### src/rtl/xt_hb_arbiter_if.sv
// -----------------------------------------------------------------------------
// xt_hb_pkg / xt_hb_arbiter_if
//
// Purpose: shared types for the XT_HB high-speed bus, plus the interface that
// bundles every master-side and slave-side signal of the arbiter.
//
// Handshake: a master's request is valid while m_in[i].read | m_in[i].write is
// high. m_ack[i] is the accept. The request is taken on a cycle where both are
// high. The master holds its request stable until it sees m_ack[i], and may
// change or drop it on the following cycle. There is no back-pressure on read
// data: m_rvalid[i] marks hb_rdata_out for master i for exactly one cycle.
//
// Signals (interface xt_hb_arbiter_if):
//   m_in[N]       per-master request (read, write, write_width, raddr, waddr, wdata)
//   m_lock[N]     master wants to keep ownership after the current grant
//   m_ack[N]      one-hot request accepted this cycle
//   m_rvalid[N]   one-hot owner of hb_rdata_out this cycle
//   hb_rdata_out  read data broadcast to masters
//   hb_out        shared slave bus (raddr, waddr, wdata, write_width)
//   hb_read       read strobe to slaves
//   hb_write      write strobe to slaves
//   hb_rdata      slave read data, valid one cycle after hb_read
// Modports: slave  = the arbiter's view
//           master = the surrounding system's view (masters + slaves)
// -----------------------------------------------------------------------------
package xt_hb_pkg;

    typedef struct packed {
        logic        read;
        logic        write;
        logic [1:0]  write_width;
        logic [31:0] raddr;
        logic [31:0] waddr;
        logic [31:0] wdata;
    } hb_master_in_t;

    typedef struct packed {
        logic [31:0] raddr;
        logic [31:0] waddr;
        logic [31:0] wdata;
        logic [1:0]  write_width;
    } hb_slave_t;

    typedef enum logic {
        ARB   = 1'b0,
        OWNED = 1'b1
    } arb_state_e;

endpackage

interface xt_hb_arbiter_if #(
    parameter int NUM_MASTERS = 3
);
    xt_hb_pkg::hb_master_in_t [NUM_MASTERS-1:0] m_in;
    logic [NUM_MASTERS-1:0]                     m_lock;
    logic [NUM_MASTERS-1:0]                     m_ack;
    logic [NUM_MASTERS-1:0]                     m_rvalid;
    logic [31:0]                                hb_rdata_out;
    xt_hb_pkg::hb_slave_t                       hb_out;
    logic                                       hb_read;
    logic                                       hb_write;
    logic [31:0]                                hb_rdata;

    modport slave (
        input  m_in, m_lock, hb_rdata,
        output m_ack, m_rvalid, hb_rdata_out, hb_out, hb_read, hb_write
    );

    modport master (
        output m_in, m_lock, hb_rdata,
        input  m_ack, m_rvalid, hb_rdata_out, hb_out, hb_read, hb_write
    );
endinterface

### src/rtl/xt_hb_arbiter.sv
// -----------------------------------------------------------------------------
// xt_hb_arbiter
//
// Purpose: shares the single XT_HB bus between NUM_MASTERS requesters. One
// master is granted per cycle, combinationally in the request cycle, chosen by
// round-robin. A master may lock the bus for up to LOCK_MAX consecutive
// grants. Read data (1-cycle slave latency) is tagged back to the master that
// issued the read.
//
// Parameters:
//   NUM_MASTERS  number of requesters (2..8)
//   LOCK_MAX     max consecutive grants of one locked owner (1..255)
//
// Ports:
//   clk          bus clock
//   rst_n        synchronous reset, active-low
//   bus          xt_hb_arbiter_if.slave (all master and slave bus signals)
//   dbg_state_o  current arbitration state (ARB / OWNED)
//
// Build option: define XT_HB_ARB_PRIO_EN to give master 0 fixed top priority
// in ARB (masters 1..N-1 round-robin among themselves). A pending master-0
// request also ends any lock held by another master right after that owner's
// current grant.
// -----------------------------------------------------------------------------
module xt_hb_arbiter #(
    parameter int NUM_MASTERS = 3,
    parameter int LOCK_MAX    = 16
) (
    input  logic                  clk,
    input  logic                  rst_n,
    xt_hb_arbiter_if.slave        bus,
    output xt_hb_pkg::arb_state_e dbg_state_o
);
    import xt_hb_pkg::*;

    localparam int PW = (NUM_MASTERS > 1) ? $clog2(NUM_MASTERS) : 1;
    typedef logic [PW-1:0] idx_t;

`ifdef XT_HB_ARB_PRIO_EN
    localparam bit PRIO_EN = 1'b1;
`else
    localparam bit PRIO_EN = 1'b0;
`endif

    // Next index in search order, wrapping at NUM_MASTERS.
    function automatic idx_t inc_idx(input idx_t i);
        if (int'(i) == NUM_MASTERS - 1) begin
            return '0;
        end
        return i + idx_t'(1);
    endfunction

    arb_state_e             state_q, state_d;
    idx_t                   rr_ptr_q, rr_ptr_d;
    idx_t                   owner_q, owner_d;
    logic [7:0]             lock_cnt_q, lock_cnt_d;
    logic                   relock_blk_q, relock_blk_d;
    logic [NUM_MASTERS-1:0] rd_owner_q, rd_owner_d;

    logic [NUM_MASTERS-1:0] req;
    logic [NUM_MASTERS-1:0] owner_mask;
    logic                   others_req;
    logic                   rr_vld;
    idx_t                   rr_win;
    idx_t                   srch_idx;
    logic                   grant_vld;
    idx_t                   winner;
    logic [8:0]             cnt_nxt;
    logic                   prio_preempt;
    logic [NUM_MASTERS-1:0] ack;

    always_comb begin
        for (int i = 0; i < NUM_MASTERS; i++) begin
            req[i] = bus.m_in[i].read | bus.m_in[i].write;
        end
    end

    always_comb begin
        owner_mask          = '0;
        owner_mask[owner_q] = 1'b1;
    end

    assign others_req   = |(req & ~owner_mask);
    assign cnt_nxt      = {1'b0, lock_cnt_q} + 9'd1;
    assign prio_preempt = PRIO_EN && req[0] && (owner_q != '0);

    // Round-robin search starting at rr_ptr. With priority enabled master 0
    // is handled separately, so it is skipped here.
    always_comb begin
        rr_vld   = 1'b0;
        rr_win   = '0;
        srch_idx = rr_ptr_q;
        for (int k = 0; k < NUM_MASTERS; k++) begin
            if (!rr_vld && req[srch_idx] && !(PRIO_EN && srch_idx == '0)) begin
                rr_vld = 1'b1;
                rr_win = srch_idx;
            end
            srch_idx = inc_idx(srch_idx);
        end
    end

    // Arbitration FSM: next state and grant selection.
    always_comb begin
        state_d      = state_q;
        rr_ptr_d     = rr_ptr_q;
        owner_d      = owner_q;
        lock_cnt_d   = lock_cnt_q;
        relock_blk_d = relock_blk_q;
        grant_vld    = 1'b0;
        winner       = '0;

        // The re-lock block lasts until nobody else is competing.
        if (!others_req) begin
            relock_blk_d = 1'b0;
        end

        case (state_q)
            ARB: begin
                if (PRIO_EN && req[0]) begin
                    grant_vld = 1'b1;
                    winner    = '0;
                end else if (rr_vld) begin
                    grant_vld = 1'b1;
                    winner    = rr_win;
                end
                if (grant_vld) begin
                    rr_ptr_d = inc_idx(winner);
                    if (winner != owner_q) begin
                        relock_blk_d = 1'b0;
                    end
                    // A master that just hit the lock cap may not re-lock
                    // while others are waiting.
                    if (bus.m_lock[winner] &&
                        !(relock_blk_q && winner == owner_q && others_req)) begin
                        owner_d = winner;
                        if (LOCK_MAX > 1) begin
                            state_d    = OWNED;
                            lock_cnt_d = 8'd1;
                        end else begin
                            // One grant already exhausts the lock budget.
                            relock_blk_d = 1'b1;
                        end
                    end
                end
            end

            OWNED: begin
                if (req[owner_q]) begin
                    grant_vld = 1'b1;
                    winner    = owner_q;
                    // lock_cnt counts grants already given; this grant is
                    // number cnt_nxt, and the owner keeps the bus only if
                    // another one is still allowed afterwards.
                    if (bus.m_lock[owner_q] && (cnt_nxt < 9'(LOCK_MAX)) && !prio_preempt) begin
                        lock_cnt_d = cnt_nxt[7:0];
                    end else begin
                        state_d      = ARB;
                        rr_ptr_d     = inc_idx(owner_q);
                        lock_cnt_d   = '0;
                        relock_blk_d = bus.m_lock[owner_q];
                    end
                end else if (!bus.m_lock[owner_q]) begin
                    state_d    = ARB;
                    lock_cnt_d = '0;
                end
            end

            default: begin
                state_d = ARB;
            end
        endcase
    end

    // Bus drive: the winner's fields, or all zeros when nothing is granted.
    always_comb begin
        ack          = '0;
        bus.hb_out   = '0;
        bus.hb_read  = 1'b0;
        bus.hb_write = 1'b0;
        if (grant_vld) begin
            ack[winner]            = 1'b1;
            bus.hb_out.raddr       = bus.m_in[winner].raddr;
            bus.hb_out.waddr       = bus.m_in[winner].waddr;
            bus.hb_out.wdata       = bus.m_in[winner].wdata;
            bus.hb_out.write_width = bus.m_in[winner].write_width;
            bus.hb_read            = bus.m_in[winner].read;
            bus.hb_write           = bus.m_in[winner].write;
        end
    end

    assign rd_owner_d       = bus.hb_read ? ack : '0;
    assign bus.m_ack        = ack;
    assign bus.m_rvalid     = rd_owner_q;
    assign bus.hb_rdata_out = bus.hb_rdata;
    assign dbg_state_o      = state_q;

    always_ff @(posedge clk) begin
        if (!rst_n) begin
            state_q      <= ARB;
            rr_ptr_q     <= '0;
            owner_q      <= '0;
            lock_cnt_q   <= '0;
            relock_blk_q <= 1'b0;
            rd_owner_q   <= '0;
        end else begin
            state_q      <= state_d;
            rr_ptr_q     <= rr_ptr_d;
            owner_q      <= owner_d;
            lock_cnt_q   <= lock_cnt_d;
            relock_blk_q <= relock_blk_d;
            rd_owner_q   <= rd_owner_d;
        end
    end

endmodule
### src/flat_wrapper.sv
// flat-port wrapper written by rule: the top's interface ports become plain ports
module xt_hb_arbiter_flat import xt_hb_pkg::*;
#(
    parameter int NUM_MASTERS = 3,
    parameter int LOCK_MAX    = 16
)
  (clk, rst_n, dbg_state_o, bus_m_in, bus_m_lock, bus_hb_rdata, bus_m_ack, bus_m_rvalid, bus_hb_rdata_out, bus_hb_out, bus_hb_read, bus_hb_write);
  xt_hb_arbiter_if #(.NUM_MASTERS(NUM_MASTERS)) bus_i ();
  input  logic clk;
  input  logic rst_n;
  output xt_hb_pkg::arb_state_e dbg_state_o;
  input wire logic [$bits(bus_i.m_in)-1:0] bus_m_in;
  input wire logic [$bits(bus_i.m_lock)-1:0] bus_m_lock;
  input wire logic [$bits(bus_i.hb_rdata)-1:0] bus_hb_rdata;
  output wire logic [$bits(bus_i.m_ack)-1:0] bus_m_ack;
  output wire logic [$bits(bus_i.m_rvalid)-1:0] bus_m_rvalid;
  output wire logic [$bits(bus_i.hb_rdata_out)-1:0] bus_hb_rdata_out;
  output wire logic [$bits(bus_i.hb_out)-1:0] bus_hb_out;
  output wire logic [$bits(bus_i.hb_read)-1:0] bus_hb_read;
  output wire logic [$bits(bus_i.hb_write)-1:0] bus_hb_write;
  assign bus_i.m_in = bus_m_in;
  assign bus_i.m_lock = bus_m_lock;
  assign bus_i.hb_rdata = bus_hb_rdata;
  assign bus_m_ack = bus_i.m_ack;
  assign bus_m_rvalid = bus_i.m_rvalid;
  assign bus_hb_rdata_out = bus_i.hb_rdata_out;
  assign bus_hb_out = bus_i.hb_out;
  assign bus_hb_read = bus_i.hb_read;
  assign bus_hb_write = bus_i.hb_write;
  xt_hb_arbiter #(.NUM_MASTERS(NUM_MASTERS), .LOCK_MAX(LOCK_MAX)) u_core (.clk(clk), .rst_n(rst_n), .bus(bus_i), .dbg_state_o(dbg_state_o));
endmodule
### config.mk
export PLATFORM = sky130hd
export DESIGN_NAME = xt_hb_arbiter_flat
export DESIGN_NICKNAME = d
export VERILOG_FILES = /design/src/rtl/xt_hb_arbiter_if.sv /design/src/rtl/xt_hb_arbiter.sv /design/src/flat_wrapper.sv
export SDC_FILE = /design/constraint.sdc
export NUM_CORES = 1
export LEC_CHECK = 0
export ABC_AREA = 1
export ABC_CLOCK_PERIOD_IN_PS = 2600
export CORE_AREA = 3 3 182 184
export DETAILED_ROUTE_END_ITERATION = 10
export DIE_AREA = 0 0 185 187
export HOLD_SLACK_MARGIN = 0.03
export PLACE_DENSITY = 0.41
export SYNTH_ARGS = -nofsm -noshare
export SYNTH_HDL_FRONTEND = slang
export SYNTH_SLANG_ARGS = --single-unit
### constraint.sdc
create_clock -name clk -period 2.6 [get_ports clk]
set_input_delay 0.26 -clock clk [delete_from_list [all_inputs] [get_ports clk]]
set_output_delay 0.26 -clock clk [all_outputs]
set_load 0.05 [all_outputs]
==> flow_summary.rst <==
.. list-table::
   :header-rows: 1

   * - Metric
     - Value
   * - Leakage
     - 4.09 nW
   * - Number of warning messages in the yosys log
     - 0
   * - Share of post-route cells with drive strength above 1
     - 22.5%
   * - Unrepaired setup endpoints after global routing
     - true
   * - Critical path buffer and inverter count
     - 5
   * - Number of global-route vias before repair
     - about 5500
   * - Filler instances
     - 3433
   * - Mean post-synth cell area
     - 4.96 um^2
   * - Critical path launch point type
     - flip-flop
   * - Antenna violations before repair
     - 5
   * - Utilization after layout
     - 29.9%
   * - Area taken by flip-flops and latches
     - approximately 350 um^2
   * - Sum of overflow across all layers after global routing
     - 0
   * - Port buffer count
     - roughly 410
   * - Sequential area share after synthesis
     - 10.7%
   * - Highest cell delay on the worst timing path
     - 0.39 ns
   * - Final Hold Violating Endpoints
     - 0
   * - Dominant cells by area after synthesis
     - nand2_1 40%, nand3_1 19%, dfxtp_1 11%, buf_4 7.8%, buf_2 3.8%
   * - Reg2Reg Setup Slack
     - 0.50 ns
   * - Period minus WS final
     - 2.51 ns
   * - Routed length per placed instance
     - roughly 18 um
   * - Final cell count without fillers
     - about 1500
   * - Max-capacitance violation count
     - 0
   * - Worst EP arrival
     - 2.25 ns
   * - Final net count
     - about 1400
   * - Proportion of netlist area held by the largest area contributor
     - 39.7%
   * - Required time at the worst-slack endpoint
     - about 2.3 ns
   * - Number of enable flip-flop cells after synthesis
     - 0
   * - Max-slew violation total from the final report
     - 0
   * - Worst vdd rail ir drop
     - between 0.0006 and 0.0007 V
   * - Number of vias after detailed routing
     - ~5600
   * - Path category of the worst min-delay check
     - reg -> reg
   * - Setup violations, final
     - 0
   * - Total of flip-flops plus latches after synthesis
     - 17
   * - Row cnt
     - 65
   * - Post-CTS Hold Buffers
     - 0
   * - Achievable Freq
     - 0.399 GHz
   * - Total CTS buffers
     - 3
   * - Antenna Nets Post-Route
     - 0
   * - Dominant register cell in the synthesized netlist
     - dfxtp_1
   * - Top cell family by delay on the critical path
     - simple AND/OR/NAND/NOR gates
   * - Worst clock skew on the final layout
     - 0.00319 ns
   * - Tightest slew margin relative to the limit
     - 62.8%
   * - Cell at the root of the clock tree
     - clkbuf_16
   * - DIE HEIGHT
     - between 150 and 200 um
   * - Critical path fanouts, max
     - 7
   * - Endpoint kind of the worst setup timing path
     - output port
   * - Growth of design area from synthesis to finish
     - 195%
   * - CTS tree
     - yes
   * - CTS Sinks
     - 17
   * - Library cells used by synthesis
     - 28
   * - Detailed Place HPWL
     - 21200 um
   * - Mapped Nets
     - 982
   * - Ratio of final minimum period to clock period
     - between 90% and 100%
   * - H-tree lvl count
     - 1
   * - Die extent in x
     - around 190 um
   * - Top-level I/O count
     - 476
   * - Area of the die
     - 0.0346 mm^2
   * - Clock buffer depth
     - 2
   * - Global placer's final weighted congestion
     - 0.906
   * - Power, Total
     - ~16 mW
   * - Result of the run
     - finished, final reports clean
   * - Crit-path cells
     - inv_2 -> nand2_1 -> nor2_1 -> nor2_2 -> nand2_1 -> nand2_2 -> nand2_4 -> nand2_4 -> nand2_4 -> nor2_4 -> buf_12 -> buf_12 -> buf_16 -> nand2_1 -> nand3_2 -> buf_12
   * - Cell type of the slowest stage on the worst timing path
     - dfxtp_4
   * - Share of synthesized flip-flops with an asynchronous set or reset
     - 0%
   * - Area of combinational cells with multiple inputs
     - 0.00252 mm^2
   * - Clock insertion delay at the later pin of the skew report
     - 0.26 ns
   * - Starting utilization of the core area
     - 10.1%
   * - Global-route wire length before repair
     - 35900 um
   * - Class of the most critical setup path
     - reg -> out
   * - Cell count after placement
     - about 1400
   * - Clk pin slew, worst setup/hold paths
     - 0.06 ns
   * - Number of DRC markers in iteration 0
     - 266
   * - Power per unit of standard cell area
     - 1690 mW/mm^2
   * - Most numerous cell in the Yosys netlist
     - nand2_1
   * - Pre-antenna DRT Iters
     - 4
   * - Cells after Synth
     - around 640
   * - Largest net degree at the start of global routing
     - 36
   * - Mapped cell area
     - roughly 0.0032 mm^2
   * - Top cells by instance count after synthesis
     - 338 x nand2_1, 118 x nand3_1, 33 x buf_4, 25 x inv_1, 24 x buf_2
   * - Core outline area
     - 0.0316 mm^2
   * - Post-Route WL
     - 25900 um
   * - Remaining DRCs
     - 0
   * - Total negative slack
     - 0 ns
   * - Post-DR vias/cell
     - a little under 4
   * - Library cell with the largest summed area after synthesis
     - nand2_1
   * - Slew @ Worst Pin
     - 0.557 ns
   * - Aggregate global-route resource usage
     - 13.6%
layout make-up:
class | instances | area share [%]
multi-input cells | 530 | 26.8
diodes | 3 | 0.0797
flip-flops and latches | 17 | 3.75
clock buffers | 3 | 0.797
well taps | 402 | 5.34
repair buffers | 470 | 62.1
clock inverters | 1 | 0.0797
inverters | 28 | 1.12
timing repair:
action,in CTS,in global routing
resized for setup,35,47
endpoints found under the setup margin,100,100
cloned,3,3
setup buffers,7,7
pin swaps,3,7
metrics by stage:
| step | area [um^2] | hold WS (ns) | setup WS (ns) |
|---|---|---|---|
| floorplan | 3190 | 0.424 | 0.181 |
| detailed placement | 8800 | 0.440 | -0.168 |
| CTS | 9110 | 0.448 | 0.00348 |
| global route | 9420 | 0.457 | -0.0515 |
| global placement | 8800 | 0.435 | -0.145 |
| finish | 9420 | 0.442 | 0.0934 |
logic make-up after synthesis:
logic type	count (synthesis)	share of synthesized area, %
buffers and inverters	97	18.6
and+or+nand+nor	494	64.1
DFF	17	10.7
adders and majority gates	1	0.392
AOI/OAI and AO/OA	34	6.04
xor gates and xnor gates	1	0.274
registers in the layout, indices dropped and copies added, names as in the netlist:
name,flops
u_core.owner_q,2
u_core.bus.m_rvalid,3
u_core.dbg_state_o,1
u_core.rr_ptr_q,2
u_core.relock_blk_q,1
u_core.lock_cnt_q,8
layout by cell type, fill, tap and decap left out, types with 2 or more instances in the layout:
| master | count |
|---|---|
| diode_2 | 3 |
| nor3_1 | 5 |
| inv_2 | 6 |
| o21ai_0 | 16 |
| a21oi_1 | 7 |
| dfxtp_1 | 13 |
| dlygate4sd2_1 | 6 |
| nand2_1 | 329 |
| o2111ai_1 | 2 |
| o211ai_1 | 2 |
| clkbuf_16 | 7 |
| inv_1 | 22 |
| buf_12 | 115 |
| nor2_4 | 6 |
| nand2_4 | 5 |
| o21ai_1 | 2 |
| nand2_2 | 11 |
| buf_16 | 2 |
| buf_4 | 39 |
| nand3_2 | 35 |
| nand3_1 | 83 |
| buf_6 | 2 |
| dfxtp_4 | 3 |
| clkdlybuf4s50_1 | 302 |
| nor2_1 | 16 |
worst reg2reg max path: stages, from the launching register on:
cell	delay [ns]
dfxtp_4	0.36
inv_2	0.08
nand2_2	0.07
o21ai_2	0.11
inv_1	0.07
nand2_2	0.07
inv_2	0.04
nand2_2	0.07
inv_2	0.05
nand2_2	0.06
buf_4	0.11
nand2_4	0.11
buf_12	0.19
nand2_1	0.07
nand3_1	0.21
buf_4	0.22
nand3_1	0.05
inv_1	0.05
power by group:
part	switching [mW]	internal, mW	leakage [nW]
logic	8.35	6.86	3.91
registers	0.0802	0.327	0.141
clock network	0.122	0.208	0.0371
total	8.55	7.39	4.09
worst paths after layout:
check,from,end,cells past startpoint
hold reg to reg,u_core.lock_cnt_q[7]$_SDFFE_PN0P_,u_core.lock_cnt_q[7]$_SDFFE_PN0P_,2
setup / recovery,u_core.rr_ptr_q[1]$_SDFFE_PN0P_,bus_hb_out[76],16
setup reg to reg,u_core.owner_q[1]$_SDFFE_PN0P_,u_core.bus.m_rvalid[2]$_SDFF_PN0_,17
hold / removal,u_core.lock_cnt_q[7]$_SDFFE_PN0P_,u_core.lock_cnt_q[7]$_SDFFE_PN0P_,2
routing by layer:
layer,vias up,share of wire [%],GRT usage (%),wire length [um]
met5,-,0.15,0,40
met4,4,1.7,2.77,442
met3,31,7.5,3.19,1940
met2,248,49,23.5,12600
met1,2473,42,17.1,10800
li1,2832,-,-,-
Note: power is estimated with default switching activity, not from simulation.
